### src/rtl/pet_loader_pkg.sv
// Shared types and BASIC4 constants for the PET PRG/ROM DMA loader.
// The AUTORUN state exists only when PRG_LOADER_AUTORUN_EN is defined.
package pet_loader_pkg;

   typedef enum logic [2:0] {
      IDLE,
      HDR,
      DATA,
      ROM,
      PATCH,
`ifdef PRG_LOADER_AUTORUN_EN
      AUTORUN,
`endif
      DONE
   } state_t;

   localparam int BASIC4_PTR_BASE   = 'h002A;
   localparam int KEYBUF_ADDR       = 'h026F;
   localparam int KEYCOUNT_ADDR     = 'h009E;
   localparam int AUTORUN_KEY_COUNT = 4;

   // PETSCII "RUN" followed by carriage return
   localparam logic [7:0] AUTORUN_KEYS [AUTORUN_KEY_COUNT] = '{8'h52, 8'h55, 8'h4E, 8'h0D};

   function automatic logic [7:0] ptr_byte(input logic [15:0] value, input logic hi);
      return hi ? value[15:8] : value[7:0];
   endfunction

endpackage

### src/rtl/prg_dma_loader_if.sv
// Bundle of the HPS ioctl download stream, the DMA write port and loader status.
interface prg_dma_loader_if #(
   parameter int ADDR_W = 16
);
   logic              ioctl_download;
   logic [7:0]        ioctl_index;
   logic              ioctl_wr;
   logic [24:0]       ioctl_addr;
   logic [7:0]        ioctl_dout;
   logic              ioctl_wait;
   logic [ADDR_W-1:0] dma_addr;
   logic [7:0]        dma_din;
   logic              dma_we;
   logic              dma_busy;
   logic [ADDR_W-1:0] load_end;
   logic              overflow;
   logic              done;

   modport slave (
      input  ioctl_download, ioctl_index, ioctl_wr, ioctl_addr, ioctl_dout, dma_busy,
      output ioctl_wait, dma_addr, dma_din, dma_we, load_end, overflow, done
   );

   modport master (
      output ioctl_download, ioctl_index, ioctl_wr, ioctl_addr, ioctl_dout, dma_busy,
      input  ioctl_wait, dma_addr, dma_din, dma_we, load_end, overflow, done
   );
endinterface

### src/rtl/prg_dma_loader_slot.sv
// dma_write_slot: one-entry write buffer in front of the DMA port with busy handshake.
module dma_write_slot #(
   parameter int ADDR_W = 16
) (
   input  logic              clk,
   input  logic              reset_n,
   input  logic              req,
   input  logic [ADDR_W-1:0] req_addr,
   input  logic [7:0]        req_data,
   input  logic              busy,
   output logic              full,
   output logic              ready,
   output logic              we,
   output logic [ADDR_W-1:0] addr,
   output logic [7:0]        data
);

   logic valid;

   assign full  = valid;
   assign we    = valid & ~busy;
   // ready also covers the drain-through case so PATCH can issue one write per cycle
   assign ready = ~valid | ~busy;

   always_ff @(posedge clk or negedge reset_n) begin
      if (!reset_n) begin
         valid <= 1'b0;
         addr  <= '0;
         data  <= '0;
      end else if (req) begin
         valid <= 1'b1;
         addr  <= req_addr;
         data  <= req_data;
      end else if (we) begin
         valid <= 1'b0;
      end
   end

endmodule

### src/rtl/prg_dma_loader.sv
// prg_dma_loader: writes HPS PRG/ROM downloads into PET memory and patches BASIC pointers.
// Define PRG_LOADER_AUTORUN_EN to also type RUN<CR> into the keyboard buffer after a PRG load.
module prg_dma_loader
   import pet_loader_pkg::*;
#(
   parameter int         ADDR_W     = 16,
   parameter int         RAM_TOP    = 'h8000,
   parameter logic [7:0] PRG_INDEX  = 8'h41,
   parameter logic [7:0] ROM_INDEX  = 8'h00,
   parameter int         ROM_LO     = 'h0400,
   parameter int         ROM_HI     = 'h8000,
   parameter int         ROM_OFFSET = 'h8000,
   parameter int         PTR_BASE   = BASIC4_PTR_BASE,
   parameter int         PTR_COUNT  = 3
) (
   input logic             clk,
   input logic             reset_n,
   prg_dma_loader_if.slave bus
);

   localparam int PATCH_LEN = 2 * PTR_COUNT;

   state_t            state, state_n;
   logic              dl_q;
   logic [ADDR_W-1:0] ptr, ptr_n;
   logic [ADDR_W-1:0] load_end_q, load_end_n;
   logic              overflow_q, overflow_n;
   logic [7:0]        idx, idx_n;
   logic              req;
   logic [ADDR_W-1:0] req_addr;
   logic [7:0]        req_data;
   logic              slot_full, slot_ready;
   logic              rise, in_rom;

   assign rise   = bus.ioctl_download & ~dl_q;
   assign in_rom = (bus.ioctl_addr >= 25'(ROM_LO)) && (bus.ioctl_addr < 25'(ROM_HI));

   always_ff @(posedge clk or negedge reset_n) begin
      if (!reset_n) begin
         state      <= IDLE;
         dl_q       <= 1'b0;
         ptr        <= '0;
         load_end_q <= '0;
         overflow_q <= 1'b0;
         idx        <= '0;
      end else begin
         state      <= state_n;
         dl_q       <= bus.ioctl_download;
         ptr        <= ptr_n;
         load_end_q <= load_end_n;
         overflow_q <= overflow_n;
         idx        <= idx_n;
      end
   end

   always_comb begin
      state_n    = state;
      ptr_n      = ptr;
      load_end_n = load_end_q;
      overflow_n = overflow_q;
      idx_n      = idx;
      req        = 1'b0;
      req_addr   = ptr;
      req_data   = bus.ioctl_dout;
      case (state)
         IDLE: begin
            if (rise && bus.ioctl_index == PRG_INDEX) begin
               state_n    = HDR;
               overflow_n = 1'b0;
               ptr_n      = '0;
            end else if (rise && bus.ioctl_index == ROM_INDEX) begin
               state_n    = ROM;
               overflow_n = 1'b0;
            end
         end
         HDR: begin
            if (!bus.ioctl_download) begin
               state_n = IDLE;
            end else if (bus.ioctl_wr && bus.ioctl_addr == 25'd0) begin
               ptr_n[7:0] = bus.ioctl_dout;
            end else if (bus.ioctl_wr && bus.ioctl_addr == 25'd1) begin
               ptr_n[15:8] = bus.ioctl_dout;
               state_n     = DATA;
            end
         end
         DATA: begin
            if (!bus.ioctl_download) begin
               load_end_n = ptr;
               idx_n      = '0;
               state_n    = PATCH;
            end else if (bus.ioctl_wr) begin
               // a full slot here means the HPS ignored ioctl_wait
               if (slot_full || ptr >= ADDR_W'(RAM_TOP)) begin
                  overflow_n = 1'b1;
               end else begin
                  req   = 1'b1;
                  ptr_n = ptr + 1'b1;
               end
            end
         end
         ROM: begin
            if (!bus.ioctl_download) begin
               state_n = DONE;
            end else if (bus.ioctl_wr) begin
               if (slot_full) begin
                  overflow_n = 1'b1;
               end else if (in_rom) begin
                  req      = 1'b1;
                  req_addr = bus.ioctl_addr[ADDR_W-1:0] + ADDR_W'(ROM_OFFSET);
               end
            end
         end
         PATCH: begin
            if (slot_ready) begin
               req      = 1'b1;
               req_addr = ADDR_W'(PTR_BASE) + ADDR_W'(idx);
               req_data = ptr_byte(load_end_q[15:0], idx[0]);
               if (idx == 8'(PATCH_LEN - 1)) begin
                  idx_n = '0;
`ifdef PRG_LOADER_AUTORUN_EN
                  state_n = AUTORUN;
`else
                  state_n = DONE;
`endif
               end else begin
                  idx_n = idx + 8'd1;
               end
            end
         end
`ifdef PRG_LOADER_AUTORUN_EN
         AUTORUN: begin
            if (slot_ready) begin
               req = 1'b1;
               if (idx < 8'(AUTORUN_KEY_COUNT)) begin
                  req_addr = ADDR_W'(KEYBUF_ADDR) + ADDR_W'(idx);
                  req_data = AUTORUN_KEYS[idx[1:0]];
                  idx_n    = idx + 8'd1;
               end else begin
                  req_addr = ADDR_W'(KEYCOUNT_ADDR);
                  req_data = 8'(AUTORUN_KEY_COUNT);
                  idx_n    = '0;
                  state_n  = DONE;
               end
            end
         end
`endif
         DONE: begin
            state_n = IDLE;
         end
         default: begin
            state_n = IDLE;
         end
      endcase
   end

   dma_write_slot #(.ADDR_W(ADDR_W)) slot (
      .clk      (clk),
      .reset_n  (reset_n),
      .req      (req),
      .req_addr (req_addr),
      .req_data (req_data),
      .busy     (bus.dma_busy),
      .full     (slot_full),
      .ready    (slot_ready),
      .we       (bus.dma_we),
      .addr     (bus.dma_addr),
      .data     (bus.dma_din)
   );

   // also high while patch bytes drain, which the HPS ignores once download is low
   assign bus.ioctl_wait = slot_full;
   assign bus.done       = (state == DONE);
   assign bus.load_end   = load_end_q;
   assign bus.overflow   = overflow_q;

endmodule

### src/flat_wrapper.sv
// flat-port wrapper written by rule: the top's interface ports become plain ports
module prg_dma_loader_flat import pet_loader_pkg::*;
#(
   parameter int         ADDR_W     = 16,
   parameter int         RAM_TOP    = 'h8000,
   parameter logic [7:0] PRG_INDEX  = 8'h41,
   parameter logic [7:0] ROM_INDEX  = 8'h00,
   parameter int         ROM_LO     = 'h0400,
   parameter int         ROM_HI     = 'h8000,
   parameter int         ROM_OFFSET = 'h8000,
   parameter int         PTR_BASE   = BASIC4_PTR_BASE,
   parameter int         PTR_COUNT  = 3
)
  (clk, reset_n, bus_ioctl_download, bus_ioctl_index, bus_ioctl_wr, bus_ioctl_addr, bus_ioctl_dout, bus_dma_busy, bus_ioctl_wait, bus_dma_addr, bus_dma_din, bus_dma_we, bus_load_end, bus_overflow, bus_done);
  prg_dma_loader_if #(.ADDR_W(ADDR_W)) bus_i ();
  input logic clk;
  input logic reset_n;
  input wire logic [$bits(bus_i.ioctl_download)-1:0] bus_ioctl_download;
  input wire logic [$bits(bus_i.ioctl_index)-1:0] bus_ioctl_index;
  input wire logic [$bits(bus_i.ioctl_wr)-1:0] bus_ioctl_wr;
  input wire logic [$bits(bus_i.ioctl_addr)-1:0] bus_ioctl_addr;
  input wire logic [$bits(bus_i.ioctl_dout)-1:0] bus_ioctl_dout;
  input wire logic [$bits(bus_i.dma_busy)-1:0] bus_dma_busy;
  output wire logic [$bits(bus_i.ioctl_wait)-1:0] bus_ioctl_wait;
  output wire logic [$bits(bus_i.dma_addr)-1:0] bus_dma_addr;
  output wire logic [$bits(bus_i.dma_din)-1:0] bus_dma_din;
  output wire logic [$bits(bus_i.dma_we)-1:0] bus_dma_we;
  output wire logic [$bits(bus_i.load_end)-1:0] bus_load_end;
  output wire logic [$bits(bus_i.overflow)-1:0] bus_overflow;
  output wire logic [$bits(bus_i.done)-1:0] bus_done;
  assign bus_i.ioctl_download = bus_ioctl_download;
  assign bus_i.ioctl_index = bus_ioctl_index;
  assign bus_i.ioctl_wr = bus_ioctl_wr;
  assign bus_i.ioctl_addr = bus_ioctl_addr;
  assign bus_i.ioctl_dout = bus_ioctl_dout;
  assign bus_i.dma_busy = bus_dma_busy;
  assign bus_ioctl_wait = bus_i.ioctl_wait;
  assign bus_dma_addr = bus_i.dma_addr;
  assign bus_dma_din = bus_i.dma_din;
  assign bus_dma_we = bus_i.dma_we;
  assign bus_load_end = bus_i.load_end;
  assign bus_overflow = bus_i.overflow;
  assign bus_done = bus_i.done;
  prg_dma_loader #(.ADDR_W(ADDR_W), .RAM_TOP(RAM_TOP), .PRG_INDEX(PRG_INDEX), .ROM_INDEX(ROM_INDEX), .ROM_LO(ROM_LO), .ROM_HI(ROM_HI), .ROM_OFFSET(ROM_OFFSET), .PTR_BASE(PTR_BASE), .PTR_COUNT(PTR_COUNT)) u_core (.clk(clk), .reset_n(reset_n), .bus(bus_i));
endmodule
### config.mk
export PLATFORM = sky130hd
export DESIGN_NAME = prg_dma_loader_flat
export DESIGN_NICKNAME = d
export VERILOG_FILES = /design/src/rtl/pet_loader_pkg.sv /design/src/rtl/prg_dma_loader_if.sv /design/src/rtl/prg_dma_loader_slot.sv /design/src/rtl/prg_dma_loader.sv /design/src/flat_wrapper.sv
export SDC_FILE = /design/constraint.sdc
export NUM_CORES = 1
export LEC_CHECK = 0
export CORE_MARGIN = 2
export CORE_UTILIZATION = 55
export CTS_CLUSTER_SIZE = 16
export DETAILED_ROUTE_END_ITERATION = 10
export GPL_TIMING_DRIVEN = 0
export PLACE_DENSITY = 0.86
export SYNTH_ARGS = -nofsm -noshare
export SYNTH_HDL_FRONTEND = slang
export SYNTH_SLANG_ARGS = --single-unit
### constraint.sdc
create_clock -name clk -period 3.65 [get_ports clk]
set_input_delay 0.73 -clock clk [delete_from_list [all_inputs] [get_ports clk]]
set_output_delay 0.73 -clock clk [all_outputs]
set_load 0.1 [all_outputs]
==> impl_metrics.ini <==
[synthesis]
synth_ff_type = dfrtp_1
synthCells = 413
synth.area.top_cells = dfrtp_1 43%, mux2_2 5.6%, nand2_1 3.2%
syn_avg_cell_area_um2 = 9.77
yosys_warnings = 0
synth.most_common_cell = dfrtp_1
synth_cell_types = 72
synthesis.nets = 464
synth_edf_count = 0
synth-seq-cells = 70
syn_area_um2 = 4030
synth_common_cells = 70 x dfrtp_1, 34 x nand2_1, 25 x o21ai_0
synth_largest_area_cell = dfrtp_1
yosysSeqAreaShare = 0.434
synth_top_area_share = 0.434
async_reset_ff_frac = 1.00

[die]
core_um2 = 7180
start_util = 0.562
die_w_um = 89.6
fp.dieH_um = 89.6
ioPinCount = 90
dieArea_um2 = 8040
std_cell_rows = 31

[timing]
drv_slew = 0
rsz0062_at_grt = false
final.period_utilization = 0.895
max_slew.worst_pin.slew_ns = 1.05
fmax_mhz = 306
relSlewSlack = 0.292
finalClockSkew_ns = 0.0182
tns_ns = 0
setup_violations = 0
finalCriticalPeriod_ns = 3.27
hold_viol = 0

[setup_path]
reg2reg_depth = 7
arrival_ns = 2.54
crit_fanout = 10
cp-start-kind = flip-flop
cp.required_ns = 2.92
end_kind = primary output
r2r_slack_ns = 1.25
r2r-start = u_core.state[1]
r2r-end = u_core.ptr[4]
critPathKind = flip-flop to primary output

[clocking]
ctsHoldBuffers = 0
cts_inserted_buffers = 9
clockRootBuffer = clkbuf_8
cts_resized = 0
cts_buffer_depth = 2
cts_tree = yes
clock_sinks = 70
postCtsSetupBuffers = 0
htreeDepth = 3
cts.clk_slew.worst_paths_ns = 0.08
clk_latency_ns = 0.36

[place]
io_buffers = 89
place.detailed.hpwl_mm = 9.16
gp_congestion = 0.920

[routing]
wire_per_inst_um = 20.0
drc = 0
vias = 4023
dr.first_iter.drc_count = 446
viasPerCell = 6.52
firstDrtPassIters = 5
ant_nets = 0
wl_mm = 12.3

[global_routing]
met3_usage = 0.0512
busiest_layer = met2
grt_pass1_wl_mm = 19.2
grt_max_degree = 71
grt.met2_usage = 0.521
grt.total_usage = 0.318
overflow = 0
use_met1 = 0.430
antenna_found_initial = 0
grt_pass1_vias = 3800

[pwr]
peakVddDrop_mv = 0.380
total_power_uw = 5150
power_density_nw_per_um2 = 981
p_leak_uw = 0.00211

[cells_and_area]
fill_cells = 523
area_growth_pct = 30.1
final_layout_size_suffix_gt1_frac = 0.116
multi_input_area_um2 = 2130
antenna_cells = 0
fin_nets = 564
seq_area_um2 = 1750

[run]
max_cap_violations = 0

[outcome]
status = finished clean

[hold_path]
hp-class = input pin to async pin
[through the flow]
step | instances | util | hold WS [ns] | worst slack, ns | area, um2
global placement | 601 | 0.704 | 0.482 | -0.547 | 5050
detailed placement | 601 | 0.704 | 0.479 | 0.423 | 5050
global route | 617 | 0.731 | 0.534 | 0.249 | 5250
finish | 617 | 0.731 | 0.469 | 0.384 | 5250
floorplan | 413 | - | 0.434 | 0.482 | 4040
CTS | 617 | 0.731 | 0.506 | 0.387 | 5250
[worst max path at each step]
stage / startpoint / endpoint / slack (ns) / cells past startpoint
global route: u_core.state[0] / bus_done / 0.25 / 4
CTS: u_core.state[0] / bus_done / 0.39 / 4
global placement: reset_n / u_core.bus.load_end[11] / -0.55 / 1
detailed placement: bus_dma_busy / bus_dma_we / 0.42 / 3
finish: u_core.state[0] / bus_done / 0.38 / 4
floorplan: u_core.slot.full / bus_dma_we / 0.48 / 1
[area by class of cell]
class                           instances  share of cell area
Buffer                                 25              0.0198
Clock buffer                            9              0.0236
Clock inverter                          7              0.0141
Inverter                               15              0.0107
Multi-Input combinational cell        303               0.405
Sequential cell                        70               0.334
Tap cell                               99              0.0236
Timing Repair Buffer                   89               0.169
[cells in the final DEF (no fill, tap or decap), types with 4 or more instances in the layout]
master           instances
nor2_1                  17
and3_1                   5
a221o_1                  6
a22o_1                   8
a21oi_1                  9
nor2b_1                  6
nor3_1                   6
nand3_1                 20
clkbuf_8                 9
nand2b_1                 4
buf_2                    8
mux2_2                  20
clkbuf_1                16
nand2_1                 34
clkdlybuf4s50_1         88
nor4_1                   5
o211ai_1                13
nand4_1                 12
inv_1                   15
dfrtp_1                 70
o21ai_0                 25
ha_1                     5
and2_1                   5
o21ai_1                  8
and4_1                   4
xnor2_1                  5
o31ai_1                  7
a22oi_1                  5
mux2i_1                  8
[worst max-delay path, stage by stage (launching register included)]
cell             delay (ns)
dfrtp_1                0.40
clkbuf_1               0.35
inv_1                  0.12
nor3b_2                0.16
clkdlybuf4s50_1        1.15
[metal layers]
metal  up-vias  share of wire
met5         -              0
li1       1775              -
met3        34           0.10
met1      1967           0.40
met2       247           0.48
met4         0          0.022
[report_power, final]
part	total, uW	switching, uW	leakage [uW]	internal [uW]
Sequential	1420	351	0.000910	1070
Clock	645	327	0.0000996	318
Combinational	3090	2220	0.00110	869
Total	5150	2890	0.00211	2260
[cell families after synthesis]
family          synth area share
flops                      0.434
compound gates             0.221
mux                       0.0785
fa+ha+maj                 0.0155
buf+inv                   0.0397
simple gates               0.198
xor+xnor                  0.0130
[registers in the layout, indices dropped and copies added, names as in the netlist]
name	count
u_core.ptr	16
u_core.idx	8
u_core.slot.full	1
u_core.bus.load_end	16
u_core.dl_q	1
u_core.bus.overflow	1
u_core.state	3
u_core.slot.addr	16
u_core.slot.data	8
Power figures use the tool's default switching activity.
